File: config.mk
export PLATFORM = sky130hd
export DESIGN_NAME = vga_fb_arbiter
export DESIGN_NICKNAME = d
export VERILOG_FILES = /design/src/rtl/vga_fb_pkg.sv /design/src/rtl/vga_fb_scan_counter.sv /design/src/rtl/vga_fb_arbiter.sv
export SDC_FILE = /design/constraint.sdc
export NUM_CORES = 1
export LEC_CHECK = 0
export ABC_AREA = 1
export CAP_MARGIN = 20
export CORE_MARGIN = 2
export CORE_UTILIZATION = 40
export CTS_CLUSTER_SIZE = 28
export DETAILED_ROUTE_END_ITERATION = 10
export PLACE_DENSITY_LB_ADDON = 0.25
export SLEW_MARGIN = 5
export SYNTH_ARGS = -nofsm -noshare
export SYNTH_HDL_FRONTEND = slang
export SYNTH_SLANG_ARGS = --single-unit
File: constraint.sdc
create_clock -name clk -period 2.1 [get_ports clk]
set_input_delay 0.21 -clock clk [delete_from_list [all_inputs] [get_ports clk]]
set_output_delay 0.21 -clock clk [all_outputs]
set_load 0.005 [all_outputs]
File: src/rtl/vga_fb_pkg.sv
// Shared constants and FSM state type for the VGA frame-buffer arbiter.
package vga_fb_pkg;

    localparam int FB_W       = 160;
    localparam int FB_H       = 120;
    localparam int SCALE_LOG2 = 2;
    localparam int ADDR_W     = 15;
    localparam int FB_DEPTH   = FB_W * FB_H;
    localparam int COL_W      = $clog2(FB_W);
    localparam int LINE_W     = $clog2(FB_H << SCALE_LOG2);

    typedef enum logic [1:0] {
        IDLE,
        PREFETCH,
        WAIT_LINE,
        ACTIVE
    } state_t;

endpackage

File: src/rtl/vga_fb_scan_counter.sv
// Raster position counters for scan-out: sub-pixel phase, source column, line and row base address.
// Flags the RAM cycles scan-out owns and supplies the address to read in them.
module vga_fb_scan_counter
    import vga_fb_pkg::*;
(
    input  logic                  clk,
    input  logic                  reset,
    input  logic                  clear,
    input  logic                  advance,
    input  logic                  line_end,
    input  logic                  prefetch,
    input  logic                  active,
    output logic [SCALE_LOG2-1:0] sub_x,
    output logic                  scan_slot,
    output logic [ADDR_W-1:0]     scan_addr
);

    localparam logic [COL_W-1:0]      COL_LAST = COL_W'(FB_W - 1);
    localparam logic [SCALE_LOG2-1:0] SUB_LAST = '1;

    logic [COL_W-1:0]  col;
    logic [LINE_W-1:0] line;
    logic [ADDR_W-1:0] line_base;

    always_ff @(posedge clk) begin
        if (reset || clear) begin
            sub_x     <= '0;
            col       <= '0;
            line      <= '0;
            line_base <= '0;
        end else if (line_end) begin
            sub_x <= '0;
            col   <= '0;
            line  <= line + LINE_W'(1);
            // Move to the next source row once every 2**SCALE_LOG2 raster lines
            if (line[SCALE_LOG2-1:0] == SUB_LAST)
                line_base <= line_base + ADDR_W'(FB_W);
        end else if (advance) begin
            sub_x <= sub_x + SCALE_LOG2'(1);
            if (sub_x == SUB_LAST && col != COL_LAST)
                col <= col + COL_W'(1);
        end
    end

    // The last column has no successor to fetch, so its read slot is handed to the writer
    assign scan_slot = prefetch
                     | (active & advance & (sub_x == SCALE_LOG2'(1)) & (col != COL_LAST));

    assign scan_addr = prefetch ? line_base
                                : line_base + ADDR_W'(col) + ADDR_W'(1);

endmodule

File: src/rtl/vga_fb_arbiter.sv
// Shares the single-port frame-buffer RAM between 4x-upscaled VGA scan-out and a pixel writer.
// Optional feature: define FBARB_STALL_CNT_EN to add the stall_cnt writer-stall counter output.
module vga_fb_arbiter
    import vga_fb_pkg::*;
(
    input  logic              clk,
    input  logic              reset,
    input  logic              h_display,
    input  logic              v_display,
    input  logic              wr_req,
    input  logic [ADDR_W-1:0] wr_addr,
    input  logic [2:0]        wr_data,
    output logic              wr_ack,
    output logic              wr_err,
    output logic [ADDR_W-1:0] mem_addr,
    output logic              mem_we,
    output logic [2:0]        mem_wdata,
    input  logic [2:0]        mem_rdata,
    output logic              r_out,
    output logic              g_out,
    output logic              b_out
`ifdef FBARB_STALL_CNT_EN
    ,output logic [15:0]      stall_cnt
`endif
);

    state_t state;
    state_t state_next;

    logic [SCALE_LOG2-1:0] sub_x;
    logic                  scan_slot;
    logic [ADDR_W-1:0]     scan_addr;
    logic                  advance;
    logic                  line_end;
    logic                  prefetch_landing;
    logic [2:0]            pix_cur;
    logic [2:0]            pix_next;
    logic                  grant;
    logic                  in_range;
    logic                  show;

    // The first displayed cycle happens in WAIT_LINE, so it already counts as sub_x=0 of column 0
    assign advance  = h_display & ((state == WAIT_LINE) | (state == ACTIVE));
    assign line_end = (state == ACTIVE) & ~h_display;

    vga_fb_scan_counter u_scan (
        .clk       (clk),
        .reset     (reset),
        .clear     (state == IDLE),
        .advance   (advance),
        .line_end  (line_end),
        .prefetch  (state == PREFETCH),
        .active    (state == ACTIVE),
        .sub_x     (sub_x),
        .scan_slot (scan_slot),
        .scan_addr (scan_addr)
    );

    always_ff @(posedge clk) begin
        if (reset)
            state <= IDLE;
        else
            state <= state_next;
    end

    always_comb begin
        state_next = state;
        case (state)
            IDLE:      if (v_display) state_next = PREFETCH;
            PREFETCH:  state_next = WAIT_LINE;
            WAIT_LINE: begin
                // Leaving on v_display low keeps blanking lines from being counted as raster lines
                if (!v_display)
                    state_next = IDLE;
                else if (h_display)
                    state_next = ACTIVE;
            end
            ACTIVE:    if (!h_display) state_next = v_display ? PREFETCH : IDLE;
            default:   state_next = IDLE;
        endcase
    end

    always_ff @(posedge clk) begin
        if (reset) begin
            prefetch_landing <= 1'b0;
            pix_cur          <= '0;
            pix_next         <= '0;
        end else begin
            prefetch_landing <= (state == PREFETCH);
            if (prefetch_landing)
                pix_cur <= mem_rdata;
            else if (advance && sub_x == SCALE_LOG2'(3))
                pix_cur <= pix_next;
            if (advance && sub_x == SCALE_LOG2'(2))
                pix_next <= mem_rdata;
        end
    end

    assign grant    = wr_req & ~scan_slot & ~reset;
    assign in_range = wr_addr < ADDR_W'(FB_DEPTH);

    assign wr_ack    = grant;
    assign wr_err    = grant & ~in_range;
    assign mem_we    = grant & in_range;
    assign mem_addr  = reset ? '0 : (scan_slot ? scan_addr : wr_addr);
    assign mem_wdata = (reset || scan_slot) ? '0 : wr_data;

    assign show = ~reset & h_display & v_display & ((state == WAIT_LINE) | (state == ACTIVE));
    assign {r_out, g_out, b_out} = show ? pix_cur : 3'b000;

`ifdef FBARB_STALL_CNT_EN
    logic [15:0] stall_q;

    always_ff @(posedge clk) begin
        if (reset)
            stall_q <= '0;
        else if (state == IDLE && state_next == PREFETCH)
            stall_q <= '0;
        else if (wr_req && !wr_ack && stall_q != 16'hFFFF)
            stall_q <= stall_q + 16'd1;
    end

    assign stall_cnt = reset ? '0 : stall_q;
`endif

endmodule

==> run summary, run 1 <==
The logs give 0.000961 W for the cell-internal power and 50 for the I/O pin count. The worst slew margin relative to its limit is 76.9%. For the switching component of the power, the log shows 0.000378 W. Multi-input gate area in the final layout: 1530 µm². For the final-stage net count, the log shows 478. Of the total power, combinational logic draws 20.3%. For this block, the routed nets add up to 6.01 mm of wire.

For the final worst setup slack, the log shows 0.0671 ns. The run gives 2 as the H-tree depth reported by CTS. After the flow finishes, the layout carries non-filler instances totaling 516. The count of endpoints failing hold in the final timing report is 0, and the max-slew violation count is 0.

After floorplanning, the core was divided into 27 placement rows. The run gives 41.2% as the initial core utilization. The clock latency at the later pin of the worst-skew pair is 0.29 ns. The number of max-cap violations came out at 0.

Derived from the worst setup path, the maximum achievable clock frequency is 492 MHz. The post-placement cell count was 499. The worst slack on hold paths was 0.459 ns; the synthesized instance count was 351. The worst-path maximum fanout works out to 5. In this run the power density over the cells is 409 nW/µm². Worst reg2reg path depth: 9.

The via count of the first global-routing pass came out at 2,325. Power comes to 0.00134 W. Across every metal layer, demand over resource in global routing totals 20.1%.

The time the worst path needs with I/O delays and setup was 2.03 ns. The tools report the kind of capture point of the worst setup path as a primary output. The post-route clock skew is 0.00364 ns, and the maximum number of pins on one net before global-route repair is 15. By startpoint and endpoint, the worst setup path is classified as register to primary output. In this run the clock root is driven by a sky130_fd_sc_hd__clkbuf_8. Setup repair after global routing could not meet its margin everywhere. The number of warnings issued by yosys was 0.

In the final layout, flip-flops and latches occupy 634 µm². For the number of library cell types mapped by synthesis, the log shows 36. STA puts the critical path data required time at 1.89 ns.

Timing analysis after detailed placement gives a worst setup slack of -0.0866 ns. For this design, the sink count on the clock tree is 31. In this run the deepest clock path goes through 2 buffers. Detailed router's first-iteration violation count: 174. The number of cells on the worst hold path came out at 2. At the end of routability-driven placement, the weighted congestion stood at 0.827. Counting flops and latches in the post-synthesis netlist gives 31. The floorplan step defined a core boundary enclosing 5470 µm². For the number of fill cells in the layout, the log shows 532.

The arrival time of the worst setup path came out at 1.82 ns. TritonCTS built the clock tree. The count of port buffers added during placement is 49, and the number of antenna violations at the first check in global routing is 0. The post-synthesis instance area came out at 2260 µm². The run gives 34.9% as the power share of the clock group. After clock tree synthesis, the flow added hold-fix buffers numbering 0. The sequential share of the synthesized area was 27.5%; the per-cell routed wire length was 11.6 µm. The tools report the post-synth net total as 386. Cells with a size suffix above 1 make up 26.6% of the layout.

The worst setup path is launched from a register. For this run the aggregate overflow at the end of global routing stands at 0. The clock buffer count from CTS is 5.

The run finished with clean final reports. For this run, the detailed router's first-pass iteration total came to 4. Clock-pin slew was measured on the worst setup and hold paths at 0.07 ns.

The run gives 44.9% as the sequential share of power. The logs give 0 ns for the final setup TNS and 0 for the number of endpoints failing setup at the final stage. The layout overhead on the synthesized area is 45.1%, and the die outline height is 79.1 µm. The routed layout has 2,508 vias. The first global-routing pass estimated 10.1 mm of wire. The average size of a mapped cell came out at 6.43 µm². For this design the static power due to leakage is 1.46 nW. The detail route stage leaves a number of antenna-violating nets equal to 0. The die covers 6260 µm². For the number of antenna repair diodes, the log shows 0. The min-delay analysis places its worst path in the category register to register. At the pin with the least slew margin, the transition time is 0.342 ns. After detailed routing, the number of vias per cell comes to 4.86. For the placed wire-length estimate after detailed placement, the log shows 4.43 mm. Dividing the final minimum period by the clock period gives 96.8%.

VDD sags by at most 0.386 mV. The die is 79.1 µm wide. In this run switching power makes up 28.2% of total power. For this run, design rule violations remaining after detail routing come to 0.
==> synth_stat cells <==
library cell | count | area [µm²]
sky130_fd_sc_hd__inv_2 | 4 | 15.0
sky130_fd_sc_hd__nand2_1 | 89 | 334
sky130_fd_sc_hd__nor2_2 | 1 | 6.26
sky130_fd_sc_hd__o21ai_0 | 19 | 95.1
sky130_fd_sc_hd__xor2_1 | 4 | 35.0
sky130_fd_sc_hd__or2_0 | 1 | 6.26
sky130_fd_sc_hd__nand2_8 | 1 | 20.0
sky130_fd_sc_hd__a31oi_1 | 3 | 18.8
sky130_fd_sc_hd__dfxtp_1 | 31 | 621
sky130_fd_sc_hd__buf_6 | 4 | 45.0
sky130_fd_sc_hd__nor3_1 | 11 | 55.1
sky130_fd_sc_hd__nor3_2 | 1 | 10.0
sky130_fd_sc_hd__nand2_2 | 6 | 37.5
sky130_fd_sc_hd__nor2_8 | 1 | 20.0
sky130_fd_sc_hd__or2_1 | 1 | 6.26
sky130_fd_sc_hd__inv_1 | 52 | 195
sky130_fd_sc_hd__nor2_4 | 3 | 33.8
sky130_fd_sc_hd__a21oi_1 | 29 | 145
sky130_fd_sc_hd__a211oi_1 | 1 | 7.51
sky130_fd_sc_hd__a21oi_2 | 3 | 26.3
sky130_fd_sc_hd__buf_4 | 1 | 7.51
sky130_fd_sc_hd__clkinv_1 | 1 | 3.75
sky130_fd_sc_hd__nand2_4 | 2 | 22.5
sky130_fd_sc_hd__nand3b_1 | 2 | 15.0
sky130_fd_sc_hd__ha_1 | 9 | 113
sky130_fd_sc_hd__nand4_1 | 5 | 31.3
sky130_fd_sc_hd__nand3_2 | 1 | 10.0
sky130_fd_sc_hd__o31ai_1 | 1 | 7.51
sky130_fd_sc_hd__o21a_1 | 4 | 30.0
sky130_fd_sc_hd__nor2_1 | 30 | 113
sky130_fd_sc_hd__o21ai_1 | 1 | 5.00
sky130_fd_sc_hd__nand3_1 | 25 | 125
sky130_fd_sc_hd__o21ai_2 | 1 | 8.76
sky130_fd_sc_hd__nor3b_1 | 1 | 7.51
sky130_fd_sc_hd__xnor2_1 | 1 | 8.76
sky130_fd_sc_hd__a21oi_4 | 1 | 16.3
==> cell type report <==
| type | instances | share of cell area [%] |
|---|---|---|
| multi-input cells | 260 | 46.7 |
| repair buffers | 88 | 22.2 |
| flip-flops and latches | 31 | 19.4 |
| inverters | 57 | 6.53 |
| well taps | 72 | 2.75 |
| clock buffers | 7 | 2.33 |
| clock inverters | 1 | 0.153 |
==> routing by layer <==
layer / routed length [µm] / track usage [%] / up-vias
met3: 237 / 3.30 / 8
li1: - / - / 1316
met2: 2880 / 34.2 / 61
met4: 77 / 6.21 / 0
met5: 0 / 0 / -
met1: 2820 / 25.9 / 1123
==> cells in the final DEF (no fill, tap or decap), types with 11 or more instances in the layout <==
cell type                         count
sky130_fd_sc_hd__buf_4               36
sky130_fd_sc_hd__a21oi_1             28
sky130_fd_sc_hd__nor2_1              26
sky130_fd_sc_hd__nor3_1              11
sky130_fd_sc_hd__clkdlybuf4s50_1     26
sky130_fd_sc_hd__inv_1               50
sky130_fd_sc_hd__nand3_1             20
sky130_fd_sc_hd__dfxtp_1             22
sky130_fd_sc_hd__nand2_1             84
sky130_fd_sc_hd__clkbuf_2            12
sky130_fd_sc_hd__o21ai_0             17
==> through the flow <==
step | utilization [%] | area, µm²
after floorplan | - | 2260
after global placement | 55.3 | 3030
after detailed placement | 55.3 | 3030
after CTS | 59.2 | 3240
after global routing | 59.8 | 3270
final | 59.8 | 3270
==> power groups by stage <==
stage          clock [W]  sequential, W  combinational (W)
6_report        0.000467       0.000600           0.000271
5_1_grt         0.000500       0.000601           0.000299
4_1_cts         0.000468       0.000600           0.000272
3_5_place_dp           0       0.000615           0.000270
3_3_place_gp           0       0.000615           0.000269
2_1_floorplan          0       0.000617           0.000125
==> worst max-delay path, stage by stage (launching register included) <==
cell and delay, ns:
sky130_fd_sc_hd__dfxtp_4 0.36, sky130_fd_sc_hd__ha_4 0.28, sky130_fd_sc_hd__nand2_2 0.07, sky130_fd_sc_hd__nor2_1 0.09, sky130_fd_sc_hd__nand2_1 0.10, sky130_fd_sc_hd__nand2_4 0.11, sky130_fd_sc_hd__nand3_1 0.07, sky130_fd_sc_hd__nand2_1 0.06
sky130_fd_sc_hd__nand3_1 0.06, sky130_fd_sc_hd__nand2_1 0.06, sky130_fd_sc_hd__inv_1 0.03, sky130_fd_sc_hd__dlygate4sd2_1 0.25
==> repair_timing <==
item                       CTS  global route
cloned                       2             0
gates resized for setup     52            45
pin swaps                   13            17
setup endpoints to repair   21            17
setup buffers                4             3
==> flip-flops by register name, summed over array words and instances, names as in the netlist <==
| name | cells |
|---|---|
| state | 2 |
| u_scan.col | 8 |
| u_scan.line | 2 |
| u_scan.line_base | 10 |
| prefetch_landing | 1 |
| u_scan.sub_x | 2 |
| pix_cur | 3 |
| pix_next | 3 |
==> path summary, 6_finish.rpt <==
path	startpoint	endpoint	slack (ns)
setup reg to reg	u_scan.col[0]	u_scan.col[1]	0.57
hold reg to reg	pix_next[1]	pix_next[1]	0.46
hold / removal	pix_next[1]	pix_next[1]	0.46
setup / recovery	u_scan.col[7]	mem_addr[10]	0.07
==> logic make-up (layout without fill, tap and decap cells) <==
group | count (synthesis) | count (layout) | share of synthesized area (%)
buffers and inverters | 62 | 153 | 11.8
adders and majority gates | 9 | 9 | 4.99
and+or+nand+nor | 181 | 183 | 37.8
xor gates and xnor gates | 5 | 5 | 1.94
DFF | 31 | 31 | 27.5
AOI/OAI and AO/OA | 63 | 63 | 16.0
Note: power is estimated with default switching activity, not from simulation.
==> run 2, diff against run 1 <==
--- a/config.mk
+++ b/config.mk
@@ -11,6 +11,7 @@
 export CORE_UTILIZATION = 40
 export CTS_CLUSTER_SIZE = 28
 export DETAILED_ROUTE_END_ITERATION = 10
+export GPL_TIMING_DRIVEN = 0
 export PLACE_DENSITY_LB_ADDON = 0.25
 export SLEW_MARGIN = 5
 export SYNTH_ARGS = -nofsm -noshare
==> run 2 against run 1 <==
Effect of this change:
- combinational power increased by 8.5%
- critical path depth increased by 1
- total power increased by 2.9%
- sequential power about the same
- global-route usage increased by 1.1 points
- highest routed layer unchanged
==> run summary, run 2 (synthesis results as in run 1) <==
The max-slew violation count was 0 (unchanged); the per-cell routed wire length was 12.3 µm (+5.8%). The clock transition at the register clock pins on the worst setup and hold paths after CTS was 0.07 ns (about the same); the arrival time of the worst setup path was 1.85 ns (+0.03 ns). The library cell used most frequently in the layout, excluding fill and tap cells, is sky130_fd_sc_hd__nand2_1.

The root buffer cell chosen for the clock tree is sky130_fd_sc_hd__clkbuf_8. The number of flip-flops under the largest register name came out at 10 (unchanged). The worst reg2reg path depth was 11 (+2); the worst slew margin relative to its limit was 68.3% (-8.6 points). Leaving out fill and tap cells, the most frequent cells in the layout are sky130_fd_sc_hd__nand2_1, sky130_fd_sc_hd__inv_1, sky130_fd_sc_hd__a21oi_1, sky130_fd_sc_hd__clkdlybuf4s50_1. On the critical path, the stage with the largest delay is an instance of sky130_fd_sc_hd__dfxtp_4. The number of cells on the worst hold path is 2 (unchanged).

The leakage power is 1.49 nW (+2.2%). The tools report the number of fill cells in the layout as 498 (-6.4%). The register with the most flip-flops in the final layout is u_scan.line_base. The final-stage net count came out at 477 (-0.21%). The final worst setup slack is 0.0354 ns (-0.0317 ns), and the remaining design rule violation count is 0 (unchanged).

The run gives 2 (unchanged) as the number of buffers on the longest clock path. The number of antenna repair diodes is 0 (unchanged). Setup repair after global routing could not meet its margin everywhere.

The initial core utilization came out at 41.2% (unchanged). TritonCTS built the clock tree. The actual slew at the worst max-slew pin works out to 0.476 ns (+0.133 ns). H-tree depth reported by CTS: 2 (unchanged). The logs give 1.89 ns (about the same) for the required time at the endpoint of the critical path and 484 MHz (-1.5%) for the maximum clock rate.

The global-route usage over all layers came out at 21.2% (+1.1 points). The portion of the clock cycle consumed by the worst path in the final layout is 98.3% (+1.5 points), and the post-route clock skew is 0.00998 ns (+0.00634 ns). The time the worst path needs with I/O delays and setup is 2.06 ns (+0.0317 ns), and the worst-path maximum fanout is 4 (-1). The number of max-cap violations is 0 (unchanged), and the placed wire-length estimate after detailed placement is 4.24 mm (-4.4%).

The standard cell core area came out at 5470 µm² (unchanged). The worst setup path is captured at a primary output. The area growth from synthesis to layout is 49.3%. The multi-input gate area in the final layout was 1550 µm² (+1.6%); the fraction of layout cells with a size suffix above 1 was 29.9% (+3.3 points).

The number of antenna violations at the first check in global routing is 0 (unchanged). The run finished with clean final reports. The path length in cells of the critical path came out at 12 (+1).

For the I/O pin count, the log shows 50 (unchanged). The horizontal extent of the die was 79.1 µm (unchanged). The count of endpoints failing hold in the final timing report was 0 (unchanged). The kind of launch point of the worst setup path is a register.

The count of buffer and inverter cells on the critical path was 3 (+1). First-pass iteration count of the detailed router: 4 (unchanged). The number of endpoints failing setup at the final stage is 0 (unchanged). The run gives 0.00138 W (+2.9%) as the total design power.

For the post-detailed-route count of antenna-violating nets, the log shows 0 (unchanged). The cell class contributing the biggest share of worst-path delay is simple AND/OR/NAND/NOR gates. For the global-route wire length before repair, the log shows 10.7 mm (+6.0%).

The logs give 5 (unchanged) for the clock buffer count from CTS and 11 (-4) for the maximum number of pins on one net before global-route repair. The clock latency at the later pin of the worst-skew pair was 0.29 ns (about the same). The signal on the critical path passes through ha_4, nand2_4, nor2_1, nand2_1, nand2_2, buf_6, buf_6, nand3_2, nand2_1, nand3_1, nand2_1, buf_2. Among the stages of the critical path, the cell type that occurs most often is sky130_fd_sc_hd__nand2_1. The die outline height was 79.1 µm (unchanged); the count of port buffers added during placement was 48 (-2.0%).

The run gives 6260 µm² (unchanged) as the full die area. In the final layout, the registers with the most flip-flops are u_scan.line_base x10, u_scan.col x8. The wire length reported by the detailed router was 6.33 mm (+5.4%). The run gives 113 (-35%) as the detailed router's first-iteration violation count. Worst min-delay path class: input pin to register. The delay of the slowest cell on the worst path is 0.36 ns (about the same), and the cell row count is 27 (unchanged). Global placement routability congestion: 0.872 (+5.5%). Sink count of the clock tree: 31 (unchanged). The power per standard cell area was 409 nW/µm² (about the same).

Residual overflow from global routing: 0 (unchanged). By startpoint and endpoint, the worst setup path is classified as register to primary output. The run gives 2,490 (-0.72%) as the total number of vias.

The worst vdd rail ir drop is 0.307 mV (-20%). The via count of the first global-routing pass was 2,344 (+0.82%). The post-cts hold buffer count is 0 (unchanged), and the footprint of the flip-flops and latches is 658 µm² (+3.7%). The pre-CTS setup slack is -0.254 ns (-0.167 ns), and the mean number of vias per cell is 4.84 (-0.33%).
## run 2: changes by cell type in the layout (fill, tap and decap cells not counted), sizes merged
cell and change:
clkbuf -4, buf +3, clkdlybuf4s15 +2, dlymetal6s2s -2
clkdlybuf4s50 +1, dlygate4sd2 -1, nand2 -1
## run 2: routing by layer
layer | vias up | global-route usage, % | part of all wire (%)
li1 | 1314 | - | -
met1 | 1112 | 26.6 | 45
met2 | 53 | 36.8 | 49
met3 | 11 | 4.43 | 4.5
met4 | 0 | 5.69 | 1.8
met5 | - | 0 | 0
## run 2: final timing paths
path / start / endpoint / slack, ns
max: u_scan.col[7] / mem_addr[13] / 0.04
max reg2reg: u_scan.col[0] / u_scan.col[3] / 0.46
min reg2reg: pix_next[2] / pix_next[2] / 0.46
min: reset / prefetch_landing / 0.19
## run 2: worst reg2reg max path: stages (launching register included)
cell and delay, ns:
sky130_fd_sc_hd__dfxtp_2 0.35, sky130_fd_sc_hd__ha_4 0.16, sky130_fd_sc_hd__nand2_4 0.06, sky130_fd_sc_hd__nor2_4 0.13, sky130_fd_sc_hd__nand2_4 0.09, sky130_fd_sc_hd__buf_4 0.15, sky130_fd_sc_hd__buf_4 0.15, sky130_fd_sc_hd__nand2_2 0.10
sky130_fd_sc_hd__buf_4 0.18, sky130_fd_sc_hd__a21oi_1 0.07, sky130_fd_sc_hd__o21ai_0 0.07, sky130_fd_sc_hd__inv_1 0.05
## run 2: repair_timing
item | 4_1_cts | 5_1_grt
setup endpoints to repair | 21 | 20
setup buffers | 22 | 14
pin swaps | 18 | 31
gates cloned | 1 | 0
gates resized for setup | 75 | 53
## run 2: cell type report
type / count / share of cell area (%)
Multi-Input combinational cell: 259 / 46.1
Timing Repair Buffer: 83 / 21.2
Sequential cell: 31 / 19.5
Inverter: 57 / 6.35
Tap cell: 72 / 2.67
Clock buffer: 6 / 2.45
Buffer: 5 / 1.56
Clock inverter: 1 / 0.149
## run 2: through the flow
step | util, % | setup TNS, ns | hold slack (ns) | std cells | instance area (µm²)
5_1_grt | 61.6 | -0.238 | 0.184 | 514 | 3370
3_3_place_gp | 51.7 | -2.61 | 0.451 | 471 | 2830
4_1_cts | 58.5 | -0.160 | 0.182 | 501 | 3200
3_5_place_dp | 51.7 | -2.87 | 0.454 | 471 | 2830
2_1_floorplan | - | 0 | 0.363 | 351 | 2260
6_report | 61.6 | 0 | 0.188 | 514 | 3370
## run 2: power breakdown
part	total (W)	internal, W	switching, W
clock	0.000487	0.000257	0.000230
sequential	0.000597	0.000588	0.00000935
combinational	0.000294	0.000152	0.000141
total	0.00138	0.000997	0.000380
==> run 3, diff against run 2 <==
--- a/config.mk
+++ b/config.mk
@@ -8,7 +8,7 @@
 export ABC_AREA = 1
 export CAP_MARGIN = 20
 export CORE_MARGIN = 2
-export CORE_UTILIZATION = 40
+export CORE_UTILIZATION = 55
 export CTS_CLUSTER_SIZE = 28
 export DETAILED_ROUTE_END_ITERATION = 10
 export GPL_TIMING_DRIVEN = 0
==> run 3 against run 2 <==
Effect of this change:
- the flow now finishes with violations (setup timing)
- sequential power barely moved
- register-to-register slack hardly changed
- worst hold slack got worse by 0.011 ns
- via count increased by 11%
- clock power shrank 1%
- count of clock-buffer cells in the layout shrank 1
- total power increased by 0.58%
- highest routed layer unchanged
- routed wire length rose by 18%
- worst setup slack worse by 0.20 ns
==> run summary, run 3 (synthesis results as in run 1) <==
The run finished, with violations left. The final reports fail on setup timing. The mean number of vias per cell was 5.60 (+16%); the final standard cell area without fillers was 3360 µm² (-0.26%).

The worst slew margin relative to its limit came out at 69.8% (+1.5 points). The tools report the kind of capture point of the worst setup path as a primary output. The logs give 23 (-15%) for the cell row count and 0.377 mV (+23%) for the worst vdd rail ir drop. The worst register-to-register path ends at u_scan.line_base[13].

The run gives 476 (-0.21%) as the final-stage net count. The power per standard cell area is 412 nW/µm² (+0.84%), and the residual overflow from global routing is 0 (unchanged). The arrival time of the worst setup path was 2.06 ns (+0.21 ns). More flip-flops sit in one register than any other, and that register is u_scan.line_base. Max-slew violation count: 0 (unchanged). Total number of vias: 2,754 (+11%). The logs give 7.50 mm (+18%) for the wire length reported by the detailed router and 0.29 ns (about the same) for the clock latency at the later pin of the worst-skew pair.

Number of max-cap violations: 0 (unchanged). The run gives 50 (unchanged) as the I/O pin count. The full die area is 4630 µm² (-26%). For the via count of the first global-routing pass, the log shows 2,319 (-1.1%). TritonCTS built the clock tree. The run gives 441 MHz (-8.9%) as the maximum clock rate.

The clock transition at the register clock pins on the worst setup and hold paths after CTS is 0.07 ns (about the same), and the portion of the clock cycle consumed by the worst path in the final layout is 108% (+9.6 points). The number of flip-flops under the largest register name works out to 10 (unchanged). The die outline height came out at 68.1 µm (-14%). The startpoint identified for the worst register-to-register timing path is u_scan.line_base[6].

The count of endpoints failing hold in the final timing report came out at 0 (unchanged). The cell class contributing the biggest share of worst-path delay was simple AND/OR/NAND/NOR gates. Remaining design rule violation count: 0 (unchanged). The tools report the first-pass iteration count of the detailed router as 5 (+1). The critical path goes through ha_4, nand2_1, nand2_1, nor2_2, nand2_4, nand3_1, nand2_1, nand3_1, nand2_1, inv_1, clkdlybuf4s50_1. The run gives 9.80 mm (-8.0%) as the global-route wire length before repair.

In this run the worst hold path is classified as input pin to register. The layout overhead on the synthesized area is 48.9%, and the post-detailed-route count of antenna-violating nets is 0 (unchanged). The tools report the number of antenna violations at the first check in global routing as 0 (unchanged). Required time at the endpoint of the critical path: 1.89 ns (about the same).

The worst setup path is of the register to primary output kind. The run gives 5 (unchanged) as the clock buffer count from CTS. The number of endpoints failing setup at the final stage is 12 (+12). The H-tree depth reported by CTS came out at 2 (unchanged). Actual slew at the worst max-slew pin: 0.453 ns (-0.0220 ns). The post-route clock skew was 0.00561 ns (-0.00437 ns); the maximum number of pins on one net before global-route repair was 12 (+1).

The cell with the most instances on the worst path was sky130_fd_sc_hd__nand2_1. The number of buffers on the longest clock path came out at 2 (unchanged). The leakage power is 1.49 nW (about the same). The run gives 176 (+56%) as the detailed router's first-iteration violation count.

The per-cell routed wire length is 15.2 µm (+24%). The largest registers in the layout are u_scan.line_base x10, u_scan.col x8. Number of antenna repair diodes: 0 (unchanged). The final worst setup slack is -0.165 ns (-0.201 ns).

Leaving out fill and tap cells, the most frequent cell in the layout is sky130_fd_sc_hd__nand2_1. The reg2reg setup slack was 0.45 ns (about the same); the global placement routability congestion was 0.833 (-4.5%). The horizontal extent of the die is 68.1 µm (-14%).

The delay of the slowest cell on the worst path is 0.48 ns (+0.12 ns). The worst setup path is launched from a register. The global-route usage over all layers was 28.2% (+7.0 points); the sink count of the clock tree was 31 (unchanged). The fraction of layout cells with a size suffix above 1 was 28.5% (-1.4 points); the initial core utilization was 56.8% (+16 points). The worst reg2reg path depth works out to 10 (-1). The run gives 0.177 ns (-0.0110 ns) as the worst slack on hold paths. Leaving out fill and tap cells, the most frequent cells in the layout are sky130_fd_sc_hd__nand2_1, sky130_fd_sc_hd__inv_1, sky130_fd_sc_hd__a21oi_1, sky130_fd_sc_hd__clkdlybuf4s50_1, sky130_fd_sc_hd__nor2_1. The run gives 3970 µm² (-27%) as the standard cell core area.

The critical path launch point is u_scan.col[7]. Following the worst setup path forward leads to its endpoint at mem_addr[10]. The count of buffer and inverter cells on the critical path works out to 2 (-1). The path length in cells of the critical path was 11 (-1); the post-cts hold buffer count was 0 (unchanged).

The placed wire-length estimate after detailed placement was 4.19 mm (-1.1%); the total cell area at the placement stage was 2800 µm² (-0.97%). Setup repair after global routing could not meet its margin everywhere. The time the worst path needs with I/O delays and setup was 2.27 ns (+0.201 ns).

Clock root buffer: sky130_fd_sc_hd__clkbuf_8. The worst-path maximum fanout works out to 5 (+1). The slowest cell on the critical path is sky130_fd_sc_hd__clkdlybuf4s50_1.

The count of port buffers added during placement works out to 48 (unchanged).
## run 3: worst min-delay path by stage
stage	to	depth (start not counted)	start	slack [ns]
6_report	pix_next[0]	2	reset	0.18
5_1_grt	pix_next[0]	2	reset	0.18
4_1_cts	pix_next[0]	2	reset	0.17
3_5_place_dp	pix_next[1]	2	pix_next[1]	0.45
3_3_place_gp	pix_next[1]	2	pix_next[1]	0.45
2_1_floorplan	state[1]	2	v_display	0.36
## run 3: layout make-up
class,count,area [µm²]
multi-input cells,260,1560
inverters,57,220
clock inverters,3,20.0
plain buffers,5,52.6
well taps,50,62.6
clock buffers,5,68.8
fillers,216,611
flip-flops and latches,31,654
repair buffers,81,723
## run 3: timing repair
item                                    4_1_cts  5_1_grt
endpoints found under the setup margin       21       24
resized for setup                            52       79
buffers inserted                             15       20
pin swaps                                     7       20
gates cloned                                  2        0
hold endpoints to repair                      0        0
## run 3: power breakdown
group,switching [W],internal [W]
Combinational,0.000157,0.000149
Sequential,0.00000910,0.000589
Clock,0.000251,0.000230
Total,0.000417,0.000968
## run 3: metal layers
| metal | vias to the layer above | global-route usage (%) | routed length (µm) |
|---|---|---|---|
| met5 | - | 0 | 0 |
| met3 | 31 | 6.25 | 407 |
| li1 | 1315 | - | - |
| met4 | 0 | 13.0 | 306 |
| met1 | 1282 | 31.3 | 2960 |
| met2 | 126 | 50.7 | 3820 |
## run 3: stage by stage
stage / power (W) / utilization [%] / TNS (ns) / std cells / worst slack, ns
4_1_cts: 0.00136 / 78.6 / -0.780 / 474 / -0.232
5_1_grt: 0.00144 / 84.6 / -2.01 / 492 / -0.294
3_5_place_dp: 0.000874 / 70.5 / -2.09 / 449 / -0.200
2_1_floorplan: 0.000742 / - / 0 / 351 / 0.544
6_report: 0.00139 / 84.6 / -0.881 / 492 / -0.165
3_3_place_gp: 0.000872 / 70.5 / -2.13 / 449 / -0.205
